File: config.mk
export PLATFORM = sky130hd
export DESIGN_NAME = gun_turret_ctrl
export DESIGN_NICKNAME = d
export VERILOG_FILES = /design/src/rtl/gun_pkg.sv /design/src/rtl/gun_bullet_slot.sv /design/src/rtl/gun_turret_ctrl.sv
export SDC_FILE = /design/constraint.sdc
export NUM_CORES = 1
export LEC_CHECK = 0
export ABC_CLOCK_PERIOD_IN_PS = 3500
export CAP_MARGIN = 20
export CORE_MARGIN = 2
export CORE_UTILIZATION = 59
export CTS_CLUSTER_SIZE = 10
export DETAILED_ROUTE_END_ITERATION = 10
export PLACE_DENSITY = 0.87
export SLEW_MARGIN = 5
export SYNTH_ARGS = -nofsm -noshare
export SYNTH_HDL_FRONTEND = slang
export SYNTH_SLANG_ARGS = --single-unit
File: constraint.sdc
create_clock -name clk -period 3.5 [get_ports clk]
set_input_delay 0.35 -clock clk [delete_from_list [all_inputs] [get_ports clk]]
set_output_delay 0.35 -clock clk [all_outputs]
set_load 0.005 [all_outputs]
File: src/rtl/gun_pkg.sv
// gun_pkg: shared definitions for the duck-hunt player turret.
//   - screen geometry (SCREEN_W / SCREEN_H)
//   - 6-bit pixel colours for turret body, bullets and muzzle flash
//   - in_box(): inclusive, unsigned 10-bit rectangle hit test
package gun_pkg;

  localparam int SCREEN_W = 640;
  localparam int SCREEN_H = 480;

  localparam logic [5:0] GUN_COLOR    = 6'b011100;
  localparam logic [5:0] BULLET_COLOR = 6'b111111;
  localparam logic [5:0] FLASH_COLOR  = 6'b110000;

  // True when (h,v) lies inside the w x bh box whose top-left is (x0,y0).
  // Bounds are inclusive and evaluated in 10-bit unsigned arithmetic.
  function automatic logic in_box(input logic [9:0] h, input logic [9:0] v,
                                  input logic [9:0] x0, input logic [9:0] y0,
                                  input logic [9:0] w, input logic [9:0] bh);
    return (h >= x0) && (h <= x0 + w - 10'd1) &&
           (v >= y0) && (v <= y0 + bh - 10'd1);
  endfunction

endpackage

File: src/rtl/gun_bullet_slot.sv
// gun_bullet_slot: one projectile slot of the turret.
//   On tick: a load takes priority and places the bullet at (load_x,load_y);
//   otherwise an active bullet rises BULLET_STEP rows, freeing itself once
//   it can no longer rise a full step. x/y hold their last value when freed.
// Ports:
//   clk, reset       clock, async active-low reset
//   tick             physics tick (one cycle wide)
//   load             launch into this slot on this tick
//   load_x, load_y   launch position (left column, top row)
//   hcount, vcount   pixel being evaluated for the hit_pixel output
//   active, x, y     slot state
//   hit_pixel        (hcount,vcount) falls inside this active bullet
module gun_bullet_slot #(
  parameter int BULLET_STEP = 4,
  parameter int BULLET_W    = 3,
  parameter int BULLET_H    = 6
) (
  input  logic       clk,
  input  logic       reset,
  input  logic       tick,
  input  logic       load,
  input  logic [9:0] load_x,
  input  logic [9:0] load_y,
  input  logic [9:0] hcount,
  input  logic [9:0] vcount,
  output logic       active,
  output logic [9:0] x,
  output logic [9:0] y,
  output logic       hit_pixel
);
  import gun_pkg::*;

  localparam logic [9:0] STEP = 10'(BULLET_STEP);
  localparam logic [9:0] BW   = 10'(BULLET_W);
  localparam logic [9:0] BH   = 10'(BULLET_H);

  always_ff @(posedge clk or negedge reset) begin
    if (!reset) begin
      active <= 1'b0;
      x      <= '0;
      y      <= '0;
    end else if (tick) begin
      if (load) begin
        active <= 1'b1;
        x      <= load_x;
        y      <= load_y;
      end else if (active) begin
        if (y < STEP) active <= 1'b0;
        else          y      <= y - STEP;
      end
    end
  end

  assign hit_pixel = active && in_box(hcount, vcount, x, y, BW, BH);

endmodule

File: src/rtl/gun_turret_ctrl.sv
// gun_turret_ctrl: player turret for the duck-hunt screen.
//   Moves left/right on a slow physics tick, launches up to N_BULLETS
//   vertical projectiles and draws turret body, barrel and bullets.
//   Optional build macro GUN_MUZZLE_FLASH_EN: barrel is drawn FLASH_COLOR
//   for 4 ticks after each launch (counter reloads on every launch).
// Ports:
//   clk, reset        pixel clock, async active-low reset
//   hcount, vcount    current pixel column / row
//   izq, der          move left / right (level; izq wins)
//   fire              fire button (level, rising edge detected here)
//   data, draw        registered pixel colour / ownership, 1 cycle latency
//   shot              1-cycle pulse coinciding with a new bullet going active
//   bullet_active     per-slot in-flight flags
//   bullet_x/y        slot i at [10i+9:10i]: bullet left column / top row
module gun_turret_ctrl #(
  parameter int SCREEN_W    = 640,
  parameter int GUN_W       = 63,
  parameter int BASE_TOP    = 466,
  parameter int BARREL_X    = 26,
  parameter int BARREL_W    = 11,
  parameter int BARREL_TOP  = 435,
  parameter int MOVE_DIV    = 100000,
  parameter int N_BULLETS   = 4,
  parameter int BULLET_STEP = 4,
  parameter int BULLET_W    = 3,
  parameter int BULLET_H    = 6,
  parameter int COOLDOWN    = 20
) (
  input  logic                     clk,
  input  logic                     reset,
  input  logic [9:0]               hcount,
  input  logic [9:0]               vcount,
  input  logic                     izq,
  input  logic                     der,
  input  logic                     fire,
  output logic [5:0]               data,
  output logic                     draw,
  output logic                     shot,
  output logic [N_BULLETS-1:0]     bullet_active,
  output logic [10*N_BULLETS-1:0]  bullet_x,
  output logic [10*N_BULLETS-1:0]  bullet_y
);
  import gun_pkg::*;

  localparam int CW  = (MOVE_DIV > 2) ? $clog2(MOVE_DIV) : 1;
  localparam int CDW = $clog2(COOLDOWN + 1);
  localparam int SW  = (N_BULLETS > 1) ? $clog2(N_BULLETS) : 1;

  localparam logic [9:0] MAX_OFF   = 10'(SCREEN_W - GUN_W);
  localparam logic [9:0] MUZZLE_DX = 10'(BARREL_X + (BARREL_W - BULLET_W) / 2);
  localparam logic [9:0] LOAD_Y    = 10'(BARREL_TOP - BULLET_H);
  localparam logic [9:0] BASE_Y    = 10'(BASE_TOP);
  localparam logic [9:0] BASE_H    = 10'(SCREEN_H - BASE_TOP);
  localparam logic [9:0] GW        = 10'(GUN_W);
  localparam logic [9:0] BRL_DX    = 10'(BARREL_X);
  localparam logic [9:0] BRL_W     = 10'(BARREL_W);
  localparam logic [9:0] BRL_Y     = 10'(BARREL_TOP);
  localparam logic [9:0] BRL_H     = 10'(BASE_TOP - BARREL_TOP);

  logic [CW-1:0]        div_cnt;
  logic                 tick;
  logic [9:0]           offset;
  logic                 fire_q;
  logic                 fire_edge;
  logic                 pend;
  logic [CDW-1:0]       cooldown;
  logic [SW-1:0]        free_idx;
  logic                 have_free;
  logic                 launch;
  logic [N_BULLETS-1:0] load;
  logic [N_BULLETS-1:0] bullet_hit;
  logic [9:0]           load_x;
  logic                 base_hit;
  logic                 barrel_hit;
  logic [5:0]           barrel_color;

  // ---------------- physics tick ----------------
  assign tick = (div_cnt == CW'(MOVE_DIV - 1));

  always_ff @(posedge clk or negedge reset) begin
    if (!reset)    div_cnt <= '0;
    else if (tick) div_cnt <= '0;
    else           div_cnt <= div_cnt + CW'(1);
  end

  // ---------------- movement ----------------
  always_ff @(posedge clk or negedge reset) begin
    if (!reset) begin
      offset <= '0;
    end else if (tick) begin
      if (izq) begin
        if (offset != 10'd0) offset <= offset - 10'd1;
      end else if (der && (offset < MAX_OFF)) begin
        offset <= offset + 10'd1;
      end
    end
  end

  // ---------------- fire edge / pending request ----------------
  // An edge seen on a tick cycle stays pending for the next tick; the
  // pending request from before is consumed (accepted or dropped) now.
  assign fire_edge = fire & ~fire_q;

  always_ff @(posedge clk or negedge reset) begin
    if (!reset) begin
      fire_q <= 1'b0;
      pend   <= 1'b0;
    end else begin
      fire_q <= fire;
      pend   <= fire_edge | (pend & ~tick);
    end
  end

  // ---------------- slot arbiter ----------------
  // Uses the registered active flags, so a slot freeing on this tick is
  // still seen as busy and only becomes reusable on the following tick.
  always_comb begin
    free_idx  = '0;
    have_free = 1'b0;
    for (int i = N_BULLETS - 1; i >= 0; i--) begin
      if (!bullet_active[i]) begin
        free_idx  = SW'(i);
        have_free = 1'b1;
      end
    end
  end

  assign launch = tick & pend & (cooldown == '0) & have_free;
  assign load_x = offset + MUZZLE_DX;

  always_ff @(posedge clk or negedge reset) begin
    if (!reset) begin
      cooldown <= '0;
      shot     <= 1'b0;
    end else begin
      shot <= launch;
      if (launch)                         cooldown <= CDW'(COOLDOWN);
      else if (tick && cooldown != '0)    cooldown <= cooldown - CDW'(1);
    end
  end

  // ---------------- bullet slots ----------------
  for (genvar i = 0; i < N_BULLETS; i++) begin : g_slot
    assign load[i] = launch && (free_idx == SW'(i));

    gun_bullet_slot #(
      .BULLET_STEP (BULLET_STEP),
      .BULLET_W    (BULLET_W),
      .BULLET_H    (BULLET_H)
    ) u_slot (
      .clk       (clk),
      .reset     (reset),
      .tick      (tick),
      .load      (load[i]),
      .load_x    (load_x),
      .load_y    (LOAD_Y),
      .hcount    (hcount),
      .vcount    (vcount),
      .active    (bullet_active[i]),
      .x         (bullet_x[10*i +: 10]),
      .y         (bullet_y[10*i +: 10]),
      .hit_pixel (bullet_hit[i])
    );
  end

  // ---------------- muzzle flash ----------------
`ifdef GUN_MUZZLE_FLASH_EN
  logic [2:0] flash_cnt;

  always_ff @(posedge clk or negedge reset) begin
    if (!reset)                          flash_cnt <= '0;
    else if (launch)                     flash_cnt <= 3'd4;
    else if (tick && flash_cnt != 3'd0)  flash_cnt <= flash_cnt - 3'd1;
  end

  assign barrel_color = (flash_cnt != 3'd0) ? FLASH_COLOR : GUN_COLOR;
`else
  assign barrel_color = GUN_COLOR;
`endif

  // ---------------- pixel mux ----------------
  assign base_hit   = in_box(hcount, vcount, offset, BASE_Y, GW, BASE_H);
  assign barrel_hit = in_box(hcount, vcount, offset + BRL_DX, BRL_Y, BRL_W, BRL_H);

  always_ff @(posedge clk or negedge reset) begin
    if (!reset) begin
      draw <= 1'b0;
      data <= '0;
    end else begin
      draw <= base_hit | barrel_hit | (|bullet_hit);
      if (base_hit)          data <= GUN_COLOR;
      else if (barrel_hit)   data <= barrel_color;
      else if (|bullet_hit)  data <= BULLET_COLOR;
      else                   data <= '0;
    end
  end

endmodule

## Yosys cells after proc, flatten, opt, wreduce, memory -nomap -nowiden

Cells that the tools add are included.

| cells by class | value |
|---|---|
| $add $sub $neg | 30 |
| $lt $le $gt $ge | 29 |
| equal/unequal tests | 9 |
| muxes and demuxes | 41 |
| bitwise logic cells | 10 |
| reduce and logical (&&, ||, !) cells | 48 |

Operator list:

| operator | number |
|---|---|
| 2-to-1 mux 10 bit | 15 |
| subtractor 10 x 1 -> 10 bit (second input constant) | 11 |
| >= comparator 10 bit | 10 |
| <= comparator 10 bit | 10 |
| adder 10 x 2 -> 10 bit (second input constant) | 4 |
| adder 10 x 3 -> 10 bit (second input constant) | 4 |
| < comparator 10 x 3 -> 1 bit (second input constant) | 4 |
| subtractor 10 x 3 -> 10 bit (second input constant) | 4 |
| logical AND 1 bit | 28 |
| adder 10 x 5 -> 10 bit (second input constant) | 2 |
| >= comparator 10 x 9 -> 1 bit (second input constant) | 2 |
| <= comparator 10 x 9 -> 1 bit (second input constant) | 2 |
| 2-to-1 mux 6 bit | 3 |
| adder 17 x 1 -> 17 bit (second input constant) | 1 |
| equality test 17 bit (second input constant) | 1 |
| 2-to-1 mux 17 bit | 1 |
| 2-to-1 mux 1 bit | 16 |
| AND reduction 3 bit | 5 |
| nonzero test 2 bit | 6 |
| adder 10 x 1 -> 10 bit (second input constant) | 1 |
| adder 10 x 4 -> 10 bit (second input constant) | 1 |
| adder 10 x 6 -> 10 bit (second input constant) | 1 |
| < comparator 10 bit (second input constant) | 1 |
| 2-to-1 mux 5 bit | 2 |
| 14 further kinds | 32 |

| storage, ports and cells | value |
|---|---|
| register bits | 126 |
| input port bits | 25 |
| output and inout port bits | 92 |
| logic and storage cells | 187 |

## Depth between registers and ports, before layout

| depth | value |
|---|---|
| depth in word-level cells | 11 |
| depth in mapped cells | 16 |
| gate-level depth less buffers | 15 |

## Hierarchy

Synthesis repeated with hierarchy kept, for this count alone.

| unflattened totals | value |
|---|---|
| cells, all modules | 1337 |
| area total of the unflattened synthesis | 12075.3 um^2 |

Modules (own cells, without submodules):

| module | times used | cells each | area each (um^2) | seq. area each (um^2) |
|---|---|---|---|---|
| gun_bullet_slot (g_slot[1].u_slot ...) | 2 | 233 | 2134.5 | 525.5 |
| gun_turret_ctrl | 1 | 393 | 3443.3 | 950.9 |
| gun_bullet_slot (g_slot[0].u_slot) | 1 | 239 | 2193.4 | 525.5 |
| gun_bullet_slot (g_slot[3].u_slot) | 1 | 239 | 2169.6 | 525.5 |

## Least setup slack after synthesis

Ideal clock, no wire load.

| path | value |
|---|---|
| path type | register -> register |
| start point | reg offset[1] |
| end point | reg data[1] |
| setup time | 0.137 ns |
| data arrival time | 3.016 ns |
| required time | 3.363 ns |
| setup slack | 0.347 ns |
| cell stages (with the launch flop) | 16 |
| path buffers | 1 |
| clock period less this slack | 3.153 ns |
| path through | dfrtp_1 clkbuf_1 inv_1 ha_1 inv_1 o21ai_0 nor3b_1 xor2_1 ha_1 nand4_1 nor2_1 a21oi_1 o211ai_1 a211oi_1 a22oi_1 nor2b_1 |

| between the ends | value |
|---|---|
| longest elaborated chain between the ends | 9 |
| elaborated cells on any way between the ends | 17 |
| classes of those cells | add/sub (5); order compare (4); mux (2); reduce/logical (6) |

Ends and longest elaborated chain:

| what | line | text |
|---|---|---|
| start: declaration | gun_turret_ctrl.sv:62 | `logic [9:0] offset;` |
| start signal: assignment | gun_turret_ctrl.sv:92 | `if (offset != 10'd0) offset <= offset - 10'd1;` |
| start signal: assignment | gun_turret_ctrl.sv:94 | `offset <= offset + 10'd1;` |
| adder 10 x 5 -> 10 bit | gun_turret_ctrl.sv:183 | `assign barrel_hit = in_box(hcount, vcount, offset + BRL_DX, BRL_Y, BRL_W, BRL_H);` |
| adder 10 x 4 -> 10 bit | gun_pkg.sv:19 | `return (h >= x0) && (h <= x0 + w - 10'd1) &&` |
| subtractor 10 x 1 -> 10 bit | gun_pkg.sv:19 |  |
| <= comparator 10 bit | gun_pkg.sv:19 |  |
| logical AND 1 bit (2 in a row) | gun_pkg.sv:19 |  |
| logical AND 1 bit | gun_pkg.sv:20 | `(v >= y0) && (v <= y0 + bh - 10'd1);` |
| 2-to-1 mux 6 bit | gun_turret_ctrl.sv:192 | `else if (barrel_hit) data <= barrel_color;` |
| 2-to-1 mux 6 bit (*) | gun_turret_ctrl.sv:191 | `if (base_hit) data <= GUN_COLOR;` |
| end signal: assignment | gun_turret_ctrl.sv:192 |  |
| end: declaration | gun_turret_ctrl.sv:36 | `output logic [5:0] data,` |

Every way passes the cells marked *; elsewhere a longest branch is shown, timed or not.
A chain may end at the register's enable or synchronous reset.

## Final worst setup path

| path | value |
|---|---|
| start point | reg g_slot[2].u_slot.y[2] |
| end point | reg data[1] |

| between the ends | value |
|---|---|
| longest elaborated chain between the ends | 9 |
| elaborated cells on any way between the ends | 11 |
| classes of those cells | add/sub (2); order compare (2); mux (3); reduce/logical (4) |

Ends and longest elaborated chain:

| what | line | text |
|---|---|---|
| start: declaration | gun_bullet_slot.sv:28 | `output logic [9:0] y,` |
| start signal: assignment | gun_bullet_slot.sv:46 | `y <= load_y;` |
| start signal: assignment | gun_bullet_slot.sv:49 | `else y <= y - STEP;` |
| adder 10 x 3 -> 10 bit | gun_pkg.sv:20 |  |
| subtractor 10 x 1 -> 10 bit | gun_pkg.sv:20 |  |
| <= comparator 10 bit | gun_pkg.sv:20 |  |
| logical AND 1 bit (*) | gun_pkg.sv:20 |  |
| logical AND 1 bit (*) | gun_bullet_slot.sv:54 | `assign hit_pixel = active && in_box(hcount, vcount, x, y, BW, BH);` |
| OR reduction 4 bit (*) | gun_turret_ctrl.sv:193 | `else if (\|bullet_hit) data <= BULLET_COLOR;` |
| 2-to-1 mux 6 bit (*) | gun_turret_ctrl.sv:193 |  |
| 2-to-1 mux 6 bit (*) | gun_turret_ctrl.sv:192 |  |
| 2-to-1 mux 6 bit (*) | gun_turret_ctrl.sv:191 |  |

Marks and branches as above.

==> summary.txt <==
Finish
  – Antenna diodes: 0
  – Most frequent cells in the layout: ha_1, nand2_1, dfrtp_1
  – Layout cell share with drive strength beyond 1: 0.0590
  – Fin nets: 1632
  – Commonest non-fill, non-tap cell in the layout: ha_1
  – Synthesis-to-layout area growth: 19.1%
  – Fin util: 0.724

Critical path
  – Crit path buffers/inverters: 1
  – Worst path cell trace: inv_1 > nor3_1 > nand3_1 > nor3_1 > xnor2_1 > ha_1 > a21oi_1 > o21ai_0 > a2111oi_0 > nor2_1 > nor4b_1 > nor4_1 > nor2b_1
  – CP Max Fanout: 7
  – Crit path depth: 13
  – CP endpoint: data[1]$_DFF_PN0_
  – CP max stage delay: 0.50 ns
  – Worst setup EP type: flip-flop
  – CP Launch Type: flip-flop
  – Slowest-stage cell, CP: dfrtp_1
  – Worst Path Arrival: 3.70 ns
  – Critical path required time: roughly 3.9 ns
  – RR Startpoint: g_slot[2].u_slot.y[2]$_DFFE_PN0P_
  – Worst setup path start: g_slot[2].u_slot.y[2]$_DFFE_PN0P_
  – Crit path kind: reg2reg
  – Most used cell, CP: nor3_1
  – R2r setup slk: 0.16 ns
  – Crit path max-delay family: simple AND/OR/NAND/NOR gates
  – R2R depth: 13
  – Worst r2r dst: data[1]$_DFF_PN0_

Yosys
  – Post-Synthesis Cells: approximately 1300
  – Yosys warns: 0
  – Count of cell types in the netlist: 69
  – Async set-or-reset flop fraction in the synthesized netlist: 1.00
  – Flops & latches, synth: approximately 120
  – Syn avg cell area: 8.74 sq um
  – Post-synth EDFFs: 0
  – Ys flop type: dfrtp_1
  – Mapped cell area: 0.0110 sq mm
  – Seq/Total Area, Yosys: 0.268

Clock tree
  – Hold_buf cts: 0
  – H-tree depth: 4
  – CTS tree: built
  – Max Buffers Root-to-Sink: 2
  – Clock tree root buffer cell: clkbuf_16
  – Buffers inserted by post-CTS timing repair: 0
  – Num CTS Buffers: 17
  – Post-cts sizing count: 0
  – Clock Latency Late Sink: around 0.43 ns
  – Clk sink count: between 100 and 150
  – Clock transition at path regs: approximately 0.060 ns

GRT
  – Gr usage total: 0.318
  – Pin count of the biggest net entering global routing: 57
  – GRT overflow: 0
  – Initial antenna violation count: 0
  – Vias in the first global route: 9849
  – First-pass GRT wire length: between 50000 and 60000 microns

Status
  – Status: finished, violations left
  – Failing checks: hold timing

STA
  – Hold Worst Slack: -0.0153 ns
  – Final setup violating endpoints: 0
  – Final hold violation count: 34
  – Clk_skew: roughly 0.0096 ns
  – Setup TNS: 0 ns
  – Fmax: 299 MHz
  – Worst-Margin Slew: 0.961 ns
  – Fin. max-slew vios: 0
  – RSZ-0062 raised after global routing: no
  – Post-layout minimum cycle time: ~3.3 ns
  – Tcrit/Tclk final: 0.955
  – Slew headroom: 0.355

Floorplanning
  – Starting Density: 0.607
  – Core area: 0.0181 sq mm
  – Die Wd: 141 microns
  – Row cnt: 49
  – DIE HEIGHT: between 100 and 150 microns
  – Die area: about 0.020 sq mm
  – I/O pin cnt: ~120

Placed design
  – Number of buffers added on ports: between 100 and 150
  – Post-DP HPWL: between 20000 and 25000 microns
  – Gpl congestion: around 1

Hold path
  – Worst min-delay path category: in2async

Route
  – Initial drt markers: 855
  – DR pass1 iterations: 5
  – DRC: 0
  – DRT antenna net count: 0
  – WL per Instance: 19.0 microns
  – Via count: 10100
  – Via-to-Cell Ratio: between 6 and 7
  – WL final: 31100 microns

Power
  – Sequential share of power: 0.361
  – Worst VDD drop: 346 uV
  – Power density over the cells: between 200 and 300 mW/mm^2
  – Clock share of power: 0.465
  – Switch share: 0.294
  – Static Leak: 5.74 nW
  – Sw Pwr: 1.13 mW
  – Pint: about 2.7 mW
  – Gate power share: 0.174

Run
  – Max-capacitance violation count: 0
-- cells by family (layout without fill, tap and decap cells) --
family,count (synthesis),in the layout,share of synthesized area
other cells,1,4,0.000340
compound gates,262,262,0.149
simple gates,393,393,0.180
flops,118,118,0.268
buf+inv,141,284,0.0547
fa+ha+maj,213,213,0.242
xor+xnor,132,132,0.105
mux,1,1,0.00102
-- cell type report --
cell class | count | area [sq um]
tap | 229 | 287
multi-input combinational | 1005 | 7520
clock inverter | 14 | 163
sequential | 118 | 2950
inverter | 106 | 398
timing repair buffer | 146 | 1390
fill | 1329 | 5020
clock buffer | 18 | 429
-- metal layers --
layer,wire (microns),track usage
met2,14300,0.510
met1,13300,0.424
met3,2570,0.0601
met4,1020,0.133
met5,0,0
-- worst reg2reg max path, cell delays in order, from the launching register on --
cell and delay [ns]:
dfrtp_1 0.50, inv_1 0.16, nor3_1 0.15, nand3_1 0.14, nor3_1 0.21, xnor2_1 0.17, ha_1 0.29, a21oi_1 0.22
o21ai_0 0.12, a2111oi_0 0.38, nor2_1 0.14, nor4b_1 0.47, nor4_1 0.16, nor2b_1 0.14
-- cells in the mapped netlist (3+ instances only) --
| library cell | n | area share |
|---|---|---|
| or3_1 | 14 | 0.0079 |
| nor3_1 | 29 | 0.013 |
| o221ai_1 | 3 | 0.0024 |
| inv_1 | 104 | 0.035 |
| nand2b_1 | 16 | 0.0091 |
| and4_1 | 5 | 0.0040 |
| nor4bb_1 | 4 | 0.0036 |
| a21oi_1 | 66 | 0.030 |
| o21a_1 | 11 | 0.0075 |
| o21bai_1 | 4 | 0.0027 |
| xor2_1 | 20 | 0.016 |
| nor2b_1 | 9 | 0.0051 |
| and3_1 | 6 | 0.0034 |
| nand4b_1 | 3 | 0.0024 |
| or4_1 | 4 | 0.0027 |
| buf_2 | 5 | 0.0023 |
| nand4_1 | 24 | 0.014 |
| dfrtp_1 | 118 | 0.27 |
| clkbuf_1 | 14 | 0.0048 |
| nor4_1 | 16 | 0.0091 |
| o211ai_1 | 9 | 0.0061 |
| o311ai_0 | 3 | 0.0024 |
| o31ai_1 | 3 | 0.0020 |
| xnor2_1 | 112 | 0.089 |
| nand3_1 | 54 | 0.025 |
| and2_1 | 3 | 0.0017 |
| o21ai_0 | 80 | 0.036 |
| a21o_1 | 23 | 0.016 |
| o2111ai_1 | 4 | 0.0032 |
| o31a_1 | 4 | 0.0032 |
| ha_1 | 212 | 0.24 |
| buf_4 | 14 | 0.0095 |
| a2111oi_0 | 7 | 0.0056 |
| nor4b_1 | 6 | 0.0048 |
| a31oi_1 | 7 | 0.0040 |
| nor2_1 | 68 | 0.023 |
| a211oi_1 | 19 | 0.013 |
| o21ai_1 | 3 | 0.0014 |
| nand2_1 | 119 | 0.041 |
-- worst min-delay path by stage --
stage	from	to	slack, ns	cells past startpoint
after floorplan	reset	cooldown[0]$_DFFE_PN0P_	0.05	0
final	reset	offset[8]$_DFFE_PN0P_	-0.02	1
after global placement	fire_q$_DFF_PN0_	pend$_DFF_PN0_	0.41	1
after global routing	reset	fire_q$_DFF_PN0_	0.03	1
after CTS	reset	shot$_DFF_PN0_	0.005	1
after detailed placement	fire_q$_DFF_PN0_	pend$_DFF_PN0_	0.42	1
-- metrics by stage --
step	setup WS, ns	hold slack, ns	area, sq um	std cells	power, mW
floorplan	0.347	0.0544	11000	1264	1.79
global placement	0.179	0.405	12500	1604	2.03
detailed placement	0.148	0.422	12500	1604	2.06
CTS	0.107	0.00457	13100	1636	3.84
global route	0.00699	0.0349	13100	1636	3.99
finish	0.158	-0.0153	13100	1636	3.84
-- state kept, by name (all words and copies together) (netlist names) --
signal	cells
div_cnt	17
draw	1
shot	1
g_slot.u_slot.x	40
g_slot.u_slot.active	4
offset	10
data	2
fire_q	1
g_slot.u_slot.y	36
cooldown	5
pend	1
-- power groups by stage --
stage / registers, mW / logic (mW) / clock network [mW]
2_1_floorplan: 1.40 / 0.389 / 0
3_3_place_gp: 1.41 / 0.623 / 0
3_5_place_dp: 1.41 / 0.648 / 0
4_1_cts: 1.39 / 0.655 / 1.79
5_1_grt: 1.39 / 0.744 / 1.86
6_report: 1.39 / 0.671 / 1.79
Power figures use the tool's default switching activity.
